$ cat src/rtl/multicycle_alu_if.sv
// Request/result bundle between the execute-stage controller and multicycle_alu.
// The master drives the operation request and the slave (the ALU) returns the result and flags.
interface multicycle_alu_if #(
    parameter int WIDTH = 16
);
    logic                 start;
    logic [WIDTH-1:0]     A;
    logic [WIDTH-1:0]     B;
    logic [3:0]           Function;
    logic                 busy;
    logic                 done;
    logic [2*WIDTH-1:0]   Out;
    logic                 O;
    logic                 Z;
    logic                 N;
    logic                 div_zero;

    modport master (
        output start, A, B, Function,
        input  busy, done, Out, O, Z, N, div_zero
    );

    modport slave (
        input  start, A, B, Function,
        output busy, done, Out, O, Z, N, div_zero
    );
endinterface

$ cat src/rtl/multicycle_alu.sv
// Registered execute-stage ALU: single-cycle logic/add ops plus iterative
// shift-add multiply and restoring divide on operand magnitudes, sign-corrected at the end.
module multicycle_alu #(
    parameter int WIDTH    = 16,
    parameter bit MUL_ITER = 1'b1
) (
    input  logic             clk,
    input  logic             rst,
    multicycle_alu_if.slave  bus
);
    localparam int CW = $clog2(WIDTH + 1);

    localparam logic [1:0] IDLE = 2'd0;
    localparam logic [1:0] ITER = 2'd1;
    localparam logic [1:0] FIN  = 2'd2;

    logic [1:0]         state_reg;
    logic [CW-1:0]      cnt_reg;
    logic [WIDTH-1:0]   acc_hi_reg;
    logic [WIDTH-1:0]   acc_lo_reg;
    logic [WIDTH-1:0]   m_reg;
    logic               is_div_reg;
    logic               q_neg_reg;
    logic               r_neg_reg;
    logic               ovf_reg;
    logic               eq_reg;

    logic               busy_reg;
    logic               done_reg;
    logic [2*WIDTH-1:0] out_reg;
    logic               o_reg;
    logic               z_reg;
    logic               n_reg;
    logic               dz_reg;

    // Operand decode on the live request; only meaningful on the start edge.
    logic               a_neg;
    logic               b_neg;
    logic [WIDTH-1:0]   a_mag;
    logic [WIDTH-1:0]   b_mag;
    logic               is_mul;
    logic               is_div;
    logic               b_zero;
    logic               go_iter;
    logic               div_ovf;

    assign a_neg   = bus.A[WIDTH-1];
    assign b_neg   = bus.B[WIDTH-1];
    assign a_mag   = a_neg ? -bus.A : bus.A;
    assign b_mag   = b_neg ? -bus.B : bus.B;
    assign is_mul  = (bus.Function == 4'b0100);
    assign is_div  = (bus.Function == 4'b0101);
    assign b_zero  = (bus.B == '0);
    assign go_iter = (is_div && !b_zero) || (is_mul && MUL_ITER);
    assign div_ovf = is_div && (bus.A == {1'b1, {(WIDTH-1){1'b0}}}) && (bus.B == '1);

    // Single-cycle results
    logic [WIDTH:0]     add_sum;
    logic [WIDTH:0]     sub_diff;
    logic [WIDTH:0]     uadd_sum;
    logic [2*WIDTH-1:0] mul_full;
    logic [2*WIDTH-1:0] sc_out;
    logic               sc_o;
    logic               sc_dz;

    assign add_sum  = {bus.A[WIDTH-1], bus.A} + {bus.B[WIDTH-1], bus.B};
    assign sub_diff = {bus.A[WIDTH-1], bus.A} - {bus.B[WIDTH-1], bus.B};
    assign uadd_sum = {1'b0, bus.A} + {1'b0, bus.B};
    assign mul_full = $signed({{WIDTH{bus.A[WIDTH-1]}}, bus.A})
                    * $signed({{WIDTH{bus.B[WIDTH-1]}}, bus.B});

    always_comb begin
        sc_out = '0;
        sc_o   = 1'b0;
        sc_dz  = 1'b0;
        case (bus.Function)
            4'b0000: begin
                sc_out = {{(WIDTH-1){add_sum[WIDTH]}}, add_sum};
                sc_o   = (bus.A[WIDTH-1] == bus.B[WIDTH-1]) && (add_sum[WIDTH-1] != bus.A[WIDTH-1]);
            end
            4'b0001: begin
                sc_out = {{(WIDTH-1){sub_diff[WIDTH]}}, sub_diff};
                sc_o   = (bus.A[WIDTH-1] != bus.B[WIDTH-1]) && (sub_diff[WIDTH-1] != bus.A[WIDTH-1]);
            end
            4'b0100: sc_out = mul_full;
            // Reached only for a zero divisor; real divides go iterative.
            4'b0101: begin
                sc_out = {bus.A, {WIDTH{1'b1}}};
                sc_dz  = 1'b1;
            end
            4'b1000: sc_out = {{WIDTH{1'b0}}, bus.A & bus.B};
            4'b1001: sc_out = {{WIDTH{1'b0}}, bus.A | bus.B};
            4'b1100, 4'b1111: sc_out = {{(WIDTH-1){1'b0}}, uadd_sum};
            4'b1101: sc_out = {bus.A, bus.B};
            4'b1110: sc_out = {{WIDTH{1'b0}}, bus.B};
            default: sc_out = '0;
        endcase
    end

    // One iteration step: acc_hi holds partial product / remainder, acc_lo the multiplier / quotient.
    logic [WIDTH:0]     rem_sh;
    logic [WIDTH:0]     div_diff;
    logic               div_ge;
    logic [WIDTH-1:0]   div_rem_next;
    logic [WIDTH-1:0]   div_quo_next;
    logic [WIDTH:0]     mul_sum;

    assign rem_sh       = {acc_hi_reg, acc_lo_reg[WIDTH-1]};
    assign div_diff     = rem_sh - {1'b0, m_reg};
    assign div_ge       = rem_sh[WIDTH] | ~div_diff[WIDTH];
    assign div_rem_next = div_ge ? div_diff[WIDTH-1:0] : rem_sh[WIDTH-1:0];
    assign div_quo_next = {acc_lo_reg[WIDTH-2:0], div_ge};
    assign mul_sum      = {1'b0, acc_hi_reg} + (acc_lo_reg[0] ? {1'b0, m_reg} : {(WIDTH+1){1'b0}});

    // Sign correction of the magnitude results
    logic [2*WIDTH-1:0] mag_prod;
    logic [2*WIDTH-1:0] mul_signed;
    logic [WIDTH-1:0]   quo_signed;
    logic [WIDTH-1:0]   rem_signed;
    logic [2*WIDTH-1:0] fin_out;

    assign mag_prod   = {acc_hi_reg, acc_lo_reg};
    assign mul_signed = q_neg_reg ? -mag_prod : mag_prod;
    assign quo_signed = q_neg_reg ? -acc_lo_reg : acc_lo_reg;
    assign rem_signed = r_neg_reg ? -acc_hi_reg : acc_hi_reg;
    assign fin_out    = is_div_reg ? {rem_signed, quo_signed} : mul_signed;

    always_ff @(posedge clk or posedge rst) begin
        if (rst) begin
            state_reg  <= IDLE;
            cnt_reg    <= '0;
            acc_hi_reg <= '0;
            acc_lo_reg <= '0;
            m_reg      <= '0;
            is_div_reg <= 1'b0;
            q_neg_reg  <= 1'b0;
            r_neg_reg  <= 1'b0;
            ovf_reg    <= 1'b0;
            eq_reg     <= 1'b0;
            busy_reg   <= 1'b0;
            done_reg   <= 1'b0;
            out_reg    <= '0;
            o_reg      <= 1'b0;
            z_reg      <= 1'b0;
            n_reg      <= 1'b0;
            dz_reg     <= 1'b0;
        end else begin
            done_reg <= 1'b0;
            case (state_reg)
                IDLE: begin
                    if (bus.start) begin
                        if (go_iter) begin
                            state_reg  <= ITER;
                            busy_reg   <= 1'b1;
                            cnt_reg    <= CW'(WIDTH);
                            is_div_reg <= is_div;
                            acc_hi_reg <= '0;
                            acc_lo_reg <= is_div ? a_mag : b_mag;
                            m_reg      <= is_div ? b_mag : a_mag;
                            q_neg_reg  <= a_neg ^ b_neg;
                            r_neg_reg  <= a_neg;
                            ovf_reg    <= div_ovf;
                            eq_reg     <= (bus.A == bus.B);
                        end else begin
                            done_reg <= 1'b1;
                            out_reg  <= sc_out;
                            o_reg    <= sc_o;
                            z_reg    <= (bus.A == bus.B);
                            n_reg    <= sc_out[WIDTH-1];
                            dz_reg   <= sc_dz;
                        end
                    end
                end
                ITER: begin
                    if (is_div_reg) begin
                        acc_hi_reg <= div_rem_next;
                        acc_lo_reg <= div_quo_next;
                    end else begin
                        {acc_hi_reg, acc_lo_reg} <= {mul_sum, acc_lo_reg[WIDTH-1:1]};
                    end
                    cnt_reg <= cnt_reg - CW'(1);
                    if (cnt_reg == CW'(1)) begin
                        state_reg <= FIN;
                    end
                end
                FIN: begin
                    state_reg <= IDLE;
                    busy_reg  <= 1'b0;
                    done_reg  <= 1'b1;
                    out_reg   <= fin_out;
                    o_reg     <= ovf_reg;
                    z_reg     <= eq_reg;
                    n_reg     <= fin_out[WIDTH-1];
                    dz_reg    <= 1'b0;
                end
                default: state_reg <= IDLE;
            endcase
        end
    end

    assign bus.busy     = busy_reg;
    assign bus.done     = done_reg;
    assign bus.Out      = out_reg;
    assign bus.O        = o_reg;
    assign bus.Z        = z_reg;
    assign bus.N        = n_reg;
    assign bus.div_zero = dz_reg;
endmodule
$ cat src/flat_wrapper.sv
// flat-port wrapper written by rule: the top's interface ports become plain ports
module multicycle_alu_flat 
#(
    parameter int WIDTH    = 16,
    parameter bit MUL_ITER = 1'b1
)
  (clk, rst, bus_start, bus_A, bus_B, bus_Function, bus_busy, bus_done, bus_Out, bus_O, bus_Z, bus_N, bus_div_zero);
  multicycle_alu_if #(.WIDTH(WIDTH)) bus_i ();
  input  logic clk;
  input  logic rst;
  input wire logic [$bits(bus_i.start)-1:0] bus_start;
  input wire logic [$bits(bus_i.A)-1:0] bus_A;
  input wire logic [$bits(bus_i.B)-1:0] bus_B;
  input wire logic [$bits(bus_i.Function)-1:0] bus_Function;
  output wire logic [$bits(bus_i.busy)-1:0] bus_busy;
  output wire logic [$bits(bus_i.done)-1:0] bus_done;
  output wire logic [$bits(bus_i.Out)-1:0] bus_Out;
  output wire logic [$bits(bus_i.O)-1:0] bus_O;
  output wire logic [$bits(bus_i.Z)-1:0] bus_Z;
  output wire logic [$bits(bus_i.N)-1:0] bus_N;
  output wire logic [$bits(bus_i.div_zero)-1:0] bus_div_zero;
  assign bus_i.start = bus_start;
  assign bus_i.A = bus_A;
  assign bus_i.B = bus_B;
  assign bus_i.Function = bus_Function;
  assign bus_busy = bus_i.busy;
  assign bus_done = bus_i.done;
  assign bus_Out = bus_i.Out;
  assign bus_O = bus_i.O;
  assign bus_Z = bus_i.Z;
  assign bus_N = bus_i.N;
  assign bus_div_zero = bus_i.div_zero;
  multicycle_alu #(.WIDTH(WIDTH), .MUL_ITER(MUL_ITER)) u_core (.clk(clk), .rst(rst), .bus(bus_i));
endmodule
$ cat config.mk
export PLATFORM = sky130hd
export DESIGN_NAME = multicycle_alu_flat
export DESIGN_NICKNAME = d
export VERILOG_FILES = /design/src/rtl/multicycle_alu_if.sv /design/src/rtl/multicycle_alu.sv /design/src/flat_wrapper.sv
export SDC_FILE = /design/constraint.sdc
export NUM_CORES = 1
export LEC_CHECK = 0
export CORE_UTILIZATION = 30
export CTS_BUF_LIST = sky130_fd_sc_hd__clkbuf_8 sky130_fd_sc_hd__clkbuf_16
export DETAILED_ROUTE_END_ITERATION = 12
export PLACE_DENSITY = 0.5
export RECOVER_POWER = 50
export SYNTH_ARGS = -nofsm -noshare
export SYNTH_HDL_FRONTEND = slang
export SYNTH_SLANG_ARGS = --single-unit
$ cat constraint.sdc
create_clock -name clk -period 7.8 [get_ports clk]
set_input_delay 1.17 -clock clk [delete_from_list [all_inputs] [get_ports clk]]
set_output_delay 1.17 -clock clk [all_outputs]
set_load 0.01 [all_outputs]
## Word-level counts from Yosys, hierarchy flattened

Index checks and enable logic that the tools add are counted.
Widths: inputs -> output; s select.

- Add/sub/neg operators: 11
- $mul: 1
- Equal/unequal tests: 23
- Mux-type cells: 49
- Bitwise gates (word level): 5
- Reductions and logical operators: 18

Operator list:

| cell | count |
|---|---|
| $pmux 32 s9 | 1 |
| $mux 16 | 14 |
| $mux 32 | 4 |
| $neg 16->16 | 4 |
| $pmux 16 s2 | 2 |
| $pmux 32 s2 | 1 |
| $add 16x16->17 | 2 |
| $eq 16x16->1 const B | 2 |
| $mul 16x16->32 | 1 |
| $neg 32->32 | 1 |
| $eq 4x4->1 const B | 6 |
| $add 16x17->17 | 1 |
| $sub 16x16->17 | 1 |
| $sub 17x16->17 | 1 |
| $and 16x16->16 | 1 |
| $eq 16x16->1 | 1 |
| $logic_not 16->1 | 1 |
| $or 16x16->16 | 1 |
| $reduce_and 3->1 | 5 |
| $pmux 1 s2 | 7 |
| $mux 1 | 13 |
| $mux 5 | 2 |
| $pmux 5 s2 | 1 |
| $eq 4x3->1 const B | 2 |
| 21 further kinds | 32 |

- Bits in registers: 98
- Output and inout bits: 38
- Word-level logic and storage cells: 124

## Logic depth before layout (Yosys ltp)

Gate-level depths: netlist of run 1.

- Word-level depth: 7
- Depth in mapped cells: 24
- Mapped depth without buffers: 22

## Least setup slack after synthesis of run 1

Ideal clock, no wire load.

- Kind: input-to-reg
- Start: input port bus_A[15]
- End: register u_core.out_reg[29] (netlist: u_core.bus.Out[29])
- Arrival: 7.201 ns
- Data required time: 7.673 ns
- Slack: 0.472 ns
- Cell stages on the path: 23
- Path buffers: 4
- Cell sequence: clkbuf_1 -> clkbuf_1 -> buf_1 -> nand2_1 -> inv_1 -> fa_1 -> fa_1 -> fa_1 -> fa_1 -> fa_1 -> inv_1 -> fa_1 -> inv_1 -> ha_1 -> clkbuf_1 -> a211oi_1 -> o21bai_1 -> a21boi_0 -> o31ai_1 -> nor2_1 -> mux2_2 -> nand2_1 -> a31oi_1

- Word-level cells in the longest chain between the ends: 5
- Elaborated cells between the ends (all ways): 7
- Those cells by class: add/sub (2); mul (1); mux (4)

RTL lines:

| element | RTL line | source |
|---|---|---|
| start: declaration | flat_wrapper.sv:12 | `input wire logic [$bits(bus_i.A)-1:0] bus_A;` |
| $mul 16x16->32 (tied with other cells) | multicycle_alu.sv:70 | `* $signed({{WIDTH{bus.B[WIDTH-1]}}, bus.B});` |
| $pmux 32 s9 (*) | multicycle_alu.sv:76 | `case (bus.Function)` |
| $mux 32 (*) | multicycle_alu.sv:152 | `if (go_iter) begin` |
| $mux 32 (*) | multicycle_alu.sv:151 | `if (bus.start) begin` |
| $pmux 32 s2 (*) | multicycle_alu.sv:149 | `case (state_reg)` |
| end signal: assignment | multicycle_alu.sv:166 | `out_reg <= sc_out;` |
| end signal: assignment | multicycle_alu.sv:190 | `out_reg <= fin_out;` |
| end: declaration | multicycle_alu.sv:30 | `logic [2*WIDTH-1:0] out_reg;` |

Every way passes the cells marked *; elsewhere a longest branch is shown, timed or not. The select of a mux whose other input is x is not followed.
A chain may end at the register's enable or synchronous reset.

## Worst setup path in the final report of run 1

- Start: input port bus_A[7]
- End: register u_core.out_reg[13] (netlist: u_core.bus.Out[13])

- Word-level cells in the longest chain between the ends: 5
- Elaborated cells between the ends (all ways): 8
- Those cells by class: add/sub (3); mul (1); mux (4)

RTL lines:

| element | RTL line |
|---|---|
| $mul 16x16->32 (tied with other cells) | multicycle_alu.sv:70 |
| $pmux 32 s9 (*) | multicycle_alu.sv:76 |
| $mux 32 (*) | multicycle_alu.sv:152 |
| $mux 32 (*) | multicycle_alu.sv:151 |
| $pmux 32 s2 (*) | multicycle_alu.sv:149 |

Marked as above.

==> run metrics, run 1 <==
FF-to-FF path depth 11; initial antenna violation count 1; Worst-Skew Late Latency between 0.3 and 0.4 ns; Worst-path clk slew 0.07 ns; CTS buffer count 9; Distinct cells, synth 84; top-area cell type share of the netlist area 0.271; Placer Congestion between 0.9 and 1; worst-margin pin slew 3.94 ns; DRC viols 0; Tmin final 7.33 ns; pwr dens slightly below 500 nW/um2; Synth Instances between 2000 and 2500; period utilisation layout 0.940; die area approximately 66000 um2; Via Count between 15000 and 20000; total global routing overflow 0; commonest non-fill, non-tap cells in the layout inv_1, fa_1, nor2_1, nand2_1, ha_1; post-place instance area around 22000 um2; Mapped Nets roughly 2900; CP Class in2reg; vias in the first global route approximately 18000; WHS Path Cells 2; Initial DRC Count between 1000 and 1500; Critical Path End Type register; Total Routed Length approximately 77000 um; vias per inst about 5.4; port buffer count between 70 and 80; hold_buf cts 0; Post-synth EDFFs 0; Die Span Y between 200 and 300 um; final number of setup-violating endpoints 0; top cells by area, synth fa_1, dfrtp_1, ha_1; drt pass-1 iters 5; Hold EP u_core.eq_reg; GRT Total Usage 0.234; crit start category input port; Worst R2R End u_core.acc_hi_reg[13]; DR WL/cell around 23 um; Die X about 260 um; violated checks capacitance limit, slew limit; LEAKAGE 10.4 nW; Final Hold Fails 0; Critical Path AT roughly 7.6 ns; num rows 93; CP required between 8 and 9 ns; Antenna Nets Post-Route 0; status complete, but fails checks; Area growth, synth to finish 12.8%; FF+latch count, synth just under 100; Core Util, Final 0.343; Most used DFF post-synth dfrtp_1; Worst Hold Class reg2reg; Post-Synthesis Cell Area between 15000 and 20000 um2; Pins Over Slew Limit 100; FF-to-FF setup slack slightly above 4 ns; Starting Density 0.304; Largest register FFs 32; syn_area_per_cell just over 8 um2; hold_sp u_core.eq_reg; commonest non-fill, non-tap cell in the layout inv_1; Seq/Total Area, Yosys 0.124; TritonCTS Sinks slightly below 100; reg2reg start u_core.acc_lo_reg[0]; Synth warnings 0; final instance area approximately 22000 um2; first-pass GRT wire length ~120000 um; CTS tree built; Max Cap Viol 2; clock buffer depth 2; post-synth top area cell fa_1; Fill cells 6796; CP Max Fanout 5; worst ir drop on vdd ~0.00052 V; Peak Freq approximately 0.14 GHz; pin count of the biggest net entering global routing 68; clock root buffer clkbuf_16; share of layout cells above drive strength 1 0.0704; clk_skew between 0.009 and 0.01 ns; Final HPWL DP approximately 62000 um; core area between 60000 and 70000 um2; unrepaired setup endpoints after global routing no; Top-Level Pins 77; CTS HTree Levels 3; ys async rst share 1.00; Slew HR -1.62; # nets final between 2000 and 3000
-- metrics by stage --
| stage | setup TNS (ns) | total power [mW] | hold slack (ns) | cells | setup slack, ns |
|---|---|---|---|---|---|
| 2_1_floorplan | 0 | 7.51 | 0.450 | 2399 | 0.472 |
| 3_3_place_gp | 0 | 10.3 | 0.467 | 3311 | 0.0149 |
| 3_5_place_dp | -0.0257 | 10.4 | 0.475 | 3311 | -0.0257 |
| 4_1_cts | 0 | 11.0 | 0.491 | 3327 | 0.334 |
| 5_1_grt | 0 | 12.2 | 0.516 | 3327 | 0.144 |
| 6_report | 0 | 11.0 | 0.484 | 3328 | 0.471 |
-- logic make-up (layout without fill, tap and decap cells) --
logic type	Yosys count	after routing	synth area share
simple gates	692	692	0.157
compound gates	542	542	0.183
buf+inv	505	578	0.0982
fa+ha+maj	435	435	0.379
flops	97	97	0.124
xor+xnor	95	95	0.0424
mux	33	33	0.0171
other cells	0	1	0
-- critical path: stages --
cell             delay [ns]
clkdlybuf4s50_1        0.71
clkinv_1               0.22
nor2_1                 0.19
fa_1                   0.45
inv_1                  0.08
fa_1                   0.44
fa_1                   0.53
inv_1                  0.06
fa_1                   0.49
fa_1                   0.49
inv_1                  0.05
fa_1                   0.47
inv_1                  0.04
ha_1                   0.28
a21o_1                 0.16
a31oi_1                0.32
inv_1                  0.10
o21a_1                 0.20
o31ai_1                0.44
nor4_1                 0.12
nor3_2                 0.34
buf_4                  0.17
a221o_1                0.09
-- per-layer routing --
metal / GRT usage / vias up / share of wire
li1: - / 8095 / -
met1: 0.324 / 9073 / 0.45
met5: 0 / - / 0
met2: 0.384 / 645 / 0.46
met3: 0.0289 / 103 / 0.063
met4: 0.0588 / 0 / 0.027
-- how the worst max path moves through the flow --
stage                   start  slack, ns            endpoint  cells after the start
CTS                  bus_A[7]       0.33  u_core.bus.Out[13]                     23
global route         bus_A[7]       0.14  u_core.bus.Out[13]                     23
floorplan           bus_A[15]       0.47  u_core.bus.Out[29]                     23
global placement     bus_A[7]       0.01  u_core.bus.Out[13]                     23
finish               bus_A[7]       0.47  u_core.bus.Out[13]                     23
detailed placement   bus_A[7]      -0.03  u_core.bus.Out[13]                     23
-- report_power, final --
group	switching (mW)	internal (mW)	total [mW]
combinational	5.51	3.97	9.49
sequential	0.297	0.715	1.01
clock	0.224	0.259	0.483
-- what timing repair did --
| item | CTS | global route |
|---|---|---|
| setup endpoints to repair | 0 | 1 |
| buffers inserted | 0 | 0 |
| resized for setup | 0 | 1 |
-- area by class of cell --
type / count / area, um2 / share of cell area
repair buffers: 193 / 1650 / 0.0744
well taps: 855 / 1070 / 0.0483
multi-input cells: 1797 / 15300 / 0.691
clock inverters: 6 / 67.6 / 0.00305
diodes: 1 / 2.50 / 0.000113
inverters: 369 / 1390 / 0.0626
flip-flops and latches: 97 / 2430 / 0.110
clock buffers: 10 / 239 / 0.0108
-- Yosys cell counts (all sizes together), types with 31 or more instances --
cell type	count
xnor2	60
fa	266
ha	169
buf	31
inv	352
nand2	249
dfrtp	97
nor2	253
nor3	31
xor2	35
o21ai	136
a21oi	128
clkbuf	105
Note: power is estimated with default switching activity, not from simulation.
==> run 2: changes to the inputs <==
--- a/config.mk
+++ b/config.mk
@@ -7,7 +7,10 @@
 export LEC_CHECK = 0
 export CORE_UTILIZATION = 30
 export CTS_BUF_LIST = sky130_fd_sc_hd__clkbuf_8 sky130_fd_sc_hd__clkbuf_16
+export CTS_CLUSTER_SIZE = 25
 export DETAILED_ROUTE_END_ITERATION = 12
+export GPL_TIMING_DRIVEN = 0
+export MAX_ROUTING_LAYER = met4
 export PLACE_DENSITY = 0.5
 export RECOVER_POWER = 50
 export SYNTH_ARGS = -nofsm -noshare
==> run metrics, run 2 (synthesis results as in run 1) <==
status complete, but fails checks; violated checks capacitance limit, slew limit; Max stage delay on crit path 0.88 ns; Die Span Y 258 um; core area ~65000 um2; Slew HR -1.02; vias per inst ~5.5; clock root buffer clkbuf_16; total global routing overflow 0; Max Cap Viol 2; LEAKAGE 10.2 nW; Total Routed Length a little over 80000 um; dpl ws -2.24 ns; DR WL/cell approximately 25 um; crit start category input port; Starting Density 0.304; worst-margin pin slew 3.03 ns; pin count of the biggest net entering global routing 53; TritonCTS Sinks between 90 and 100; GRT Total Usage 0.257; Worst Hold Class reg2reg; Area growth, synth to finish 12.4%; worst-path cell chain clkdlybuf4s50_1, clkbuf_1, nand2_1, fa_1, inv_1, fa_1, fa_1, fa_1, fa_1, inv_1, fa_1, inv_1, ha_1, o211ai_1, o21ai_0, o2111ai_1, a21oi_1, nor3_1, o31a_1, a31oi_1; port buffer count between 70 and 80; CP Class in2reg; final worst slack 0.0505 ns; slowest CP cell clkdlybuf4s50_1; WP buf/inv 5; first-pass GRT wire length approximately 120000 um; Die X between 200 and 300 um; clk_skew 0.0113 ns; Final Hold Fails 0; Tmin final a little under 8 ns; DRC viols 0; hold_buf cts 0; Critical Path AT between 8 and 9 ns; commonest non-fill, non-tap cell in the layout inv_1; most frequent CP cell fa_1; Final HPWL DP 67200 um; Critical Path End Type register; worst ir drop on vdd between 0.0003 and 0.0004 V; Worst-Skew Late Latency about 0.37 ns; initial antenna violation count 0; CP Launch Point bus_B[10]; CP required about 8.1 ns; CTS buffer count 9; Peak Freq 0.129 GHz; Antenna Nets Post-Route 0; CP Max Fanout 10; Pins Over Slew Limit 100; # nets final 2964; vias in the first global route 18500; die area ~66000 um2; hold_sp u_core.eq_reg; reg2reg start u_core.acc_lo_reg[15]; CTS tree built; Top-Level Pins slightly below 80; Via Count approximately 18000; unrepaired setup endpoints after global routing no; CTS HTree Levels 3; Largest register FFs 32; pwr dens 500 nW/um2; clock buffer depth 2; CP top delay family adder cells; total power 11.0 mW; diode count 0; commonest non-fill, non-tap cells in the layout inv_1, fa_1, nor2_1, nand2_1, ha_1; drt pass-1 iters 6; num rows 93; Placer Congestion 0.959; final number of setup-violating endpoints 0; period utilisation layout 0.994; Worst-path clk slew roughly 0.070 ns; Initial DRC Count between 1500 and 2000; share of layout cells above drive strength 1 0.0561
==> run 2: cell types whose count changed in the layout (fill, tap and decap cells not counted), moves of 7 or more <==
cell,change
clkbuf_4,+9
buf_1,+7
clkinv_1,-11
buf_2,+14
clkbuf_1,+71
buf_4,-95
clkdlybuf4s50_1,+11
clkbuf_2,+19
dlygate4sd3_1,-21
==> run 2: tightest hold or removal path: stages (launching register included) <==
cell and delay, ns:
dfrtp_1 0.35, nand2_1 0.05, o21ai_0 0.06
==> run 2: timing repair <==
action	in CTS	in global routing
resized for setup	63	47
setup buffers	4	8
endpoints found under the setup margin	18	11
endpoints found under the hold margin	0	0
pin swaps	1	1
==> run 2: area by class of cell <==
| class | count | area [um2] |
|---|---|---|
| plain buffers | 129 | 603 |
| clock buffers | 10 | 239 |
| clock inverters | 6 | 136 |
| fillers | 6810 | 42500 |
| inverters | 369 | 1430 |
| multi-input cells | 1797 | 15300 |
| flip-flops and latches | 97 | 2430 |
| well taps | 855 | 1070 |
| repair buffers | 87 | 846 |
==> run 2: power breakdown <==
group	switching, mW	leakage [nW]	internal, mW
Combinational	5.68	8.81	3.78
Sequential	0.267	1.22	0.715
Clock	0.220	0.179	0.356
Total	6.17	10.2	4.86
==> run 2: layer usage <==
metal / wire length, um / vias up / track usage
met5: 0 / - / -
met1: 37000 / 9300 / 0.344
met2: 38000 / 674 / 0.407
li1: - / 8157 / -
met3: 4680 / 137 / 0.0289
met4: 2630 / 0 / 0.0799
==> run 2: final timing paths <==
path | end | slack (ns) | cells after the start
max | u_core.bus.Out[23] | 0.05 | 20
max reg2reg | u_core.acc_hi_reg[2] | 4.05 | 13
min | u_core.bus.Z | 0.49 | 2
max in group asynchronous | u_core.bus.Out[26] | 2.34 | 3
min in group asynchronous | u_core.bus.Out[14] | 1.85 | 2
min reg2reg | u_core.bus.Z | 0.49 | 2
==> run 2: per-stage QoR <==
stage	hold slack (ns)	setup TNS, ns	cells	cell area, um2	util
final	0.487	0	3350	22100	0.342
after global routing	0.519	0	3350	22100	0.342
after CTS	0.494	0	3344	22000	0.340
after detailed placement	0.478	-21.50	3329	21500	0.332
after global placement	0.469	-21.11	3328	21400	0.332
after floorplan	0.450	0	2399	19600	-
==> run 3: changes to the inputs <==
==> constraint.sdc (replaced) <==
create_clock -name clk -period 8.12 [get_ports clk]
set_input_delay 1.218 -clock clk [delete_from_list [all_inputs] [get_ports clk]]
set_output_delay 1.218 -clock clk [all_outputs]
set_load 0.01 [all_outputs]
==> run metrics, run 3 (synthesis results as in run 1) <==
CTS buffer count 9; Starting Density 0.304; DRC viols 0; status complete, but fails checks; unrepaired setup endpoints after global routing no; core area about 65000 um2; Final HPWL DP 67200 um; Placed Cells around 3300; Critical Path End Type register; Worst-Skew Late Latency 0.37 ns; drt pass-1 iters 8; CP required about 8.4 ns; pin count of the biggest net entering global routing between 50 and 60; CP Class in2reg; CTS HTree Levels 3; final worst slack approximately 0.16 ns; Critical Path AT about 8.3 ns; die area 66500 um2; initial antenna violation count 0; period utilisation layout 0.980; total power 10.5 mW; worst ir drop on vdd 0.000376 V; dpl ws -1.97 ns; Fill cells 6821; diode count 0; Final Hold Fails 0; Pins Over Slew Limit 100; hold_sp u_core.eq_reg; Worst Hold Class reg2reg; Die X between 200 and 300 um; Initial DRC Count 1580; switching portion of total power 0.559; Largest register FFs 32; Hold EP u_core.bus.Z; final number of setup-violating endpoints 0; num rows 93; FF-to-FF setup slack around 4.4 ns; hold_buf cts 0; vias per inst roughly 5.4; Die Span Y roughly 260 um; violated checks capacitance limit, slew limit; Tmin final ~8 ns; vias in the first global route 18500; sequential power share 0.089; CTS tree built; Worst-path clk slew about 0.07 ns; crit start category input port; Peak Freq approximately 0.13 GHz; share of layout cells above drive strength 1 0.0509; TritonCTS Sinks 97; Slew HR -1.00; LEAKAGE 10.2 nW; clk_skew around 0.011 ns; pwr dens between 400 and 500 nW/um2; FF-to-FF path depth 13; Worst R2R End u_core.acc_hi_reg[2]; Top-Level Pins just under 80; Reg area ~2400 um2; total global routing overflow 0; first-pass GRT wire length between 100000 and 150000 um; worst-margin pin slew about 3 ns; clock buffer depth 2; clock root buffer clkbuf_16; CP Max Fanout 10; Clk pwr share 0.053; WHS Path Cells 2; area taken by multi-input logic gates between 15000 and 20000 um2; port buffer count 74; Area growth, synth to finish 12.0%; Non-Filler Instances between 3000 and 4000; commonest non-fill, non-tap cells in the layout inv_1, fa_1, nor2_1, nand2_1, ha_1; Via Count between 15000 and 20000; commonest non-fill, non-tap cell in the layout inv_1; Total Routed Length around 82000 um; P_int roughly 4.6 mW; Antenna Nets Post-Route 0; Placer Congestion 0.959; Max Cap Viol 2; Logic pwr share 0.858; Sw Pwr between 5 and 6 mW; Hold WS a little under 0.5 ns; DR WL/cell between 20 and 25 um; GRT Total Usage 0.257; # nets final between 2000 and 3000; reg2reg start u_core.acc_lo_reg[15]
-- run 3: changes by cell type in the layout (fill, tap and decap cells not counted), sizes merged --
| cell | before | now |
|---|---|---|
| clkbuf | 110 | 117 |
| buf | 43 | 37 |
| dlymetal6s2s | 6 | 2 |
| clkdlybuf4s50 | 48 | 51 |
| clkinvlp | 9 | 7 |
| clkdlybuf4s15 | 1 | 0 |
| clkinv | 11 | 12 |
| dlygate4sd2 | 0 | 1 |
| dlygate4sd3 | 18 | 19 |
| inv | 351 | 352 |
-- run 3: cell type report --
class,instances,area share
tap,855,0.0487
buffer,132,0.0270
multi-input combinational,1797,0.695
clock inverter,6,0.00620
timing repair buffer,85,0.0372
sequential,97,0.110
inverter,369,0.0644
clock buffer,10,0.0109
-- run 3: routing by layer --
| metal | vias up | global-route usage | share of wire |
|---|---|---|---|
| met5 | - | - | 0 |
| met4 | 0 | 0.0756 | 0.030 |
| met3 | 119 | 0.0284 | 0.059 |
| met2 | 691 | 0.406 | 0.46 |
| met1 | 9215 | 0.346 | 0.45 |
| li1 | 8165 | - | - |
-- run 3: power groups by stage --
stage          registers (mW)  logic, mW  clock network, mW
2_1_floorplan           0.869       6.35                  0
3_3_place_gp            0.947       8.79                  0
3_5_place_dp            0.948       8.85                  0
4_1_cts                 0.940       8.97              0.556
5_1_grt                 0.968       10.1              0.578
6_report                0.940       9.03              0.554
-- run 3: through the flow --
stage,area [um2],util,setup TNS [ns]
after global placement,21400,0.332,-16.09
after floorplan,19600,-,0
after global routing,22000,0.340,0
after CTS,21900,0.339,0
final,22000,0.340,0
after detailed placement,21500,0.332,-16.44
-- run 3: worst max-delay path by stage --
stage               startpoint                  to  cells past startpoint
floorplan            bus_A[15]  u_core.bus.Out[29]                     23
global placement      bus_B[3]  u_core.bus.Out[29]                     22
detailed placement    bus_B[3]  u_core.bus.Out[29]                     22
CTS                  bus_A[15]  u_core.bus.Out[29]                     22
global route         bus_B[11]  u_core.bus.Out[22]                     21
finish                bus_A[5]  u_core.bus.Out[13]                     23
-- run 3: critical path, cell delays in order --
cell	delay, ns
clkdlybuf4s50_1	0.67
buf_2	0.44
clkinv_2	0.37
nor2_1	0.21
fa_1	0.43
inv_1	0.08
fa_1	0.43
fa_1	0.42
fa_1	0.49
inv_1	0.05
fa_1	0.52
inv_1	0.05
fa_1	0.50
inv_1	0.05
ha_1	0.36
a21o_1	0.19
a31oi_1	0.31
inv_1	0.10
o21a_1	0.21
o31ai_1	0.52
nor4_1	0.11
nor3_1	0.36
a221o_1	0.17
-- run 3: timing repair --
item	CTS	global route
setup buffers	1	9
pin swaps	1	1
gates resized for setup	33	55
setup endpoints to repair	13	11
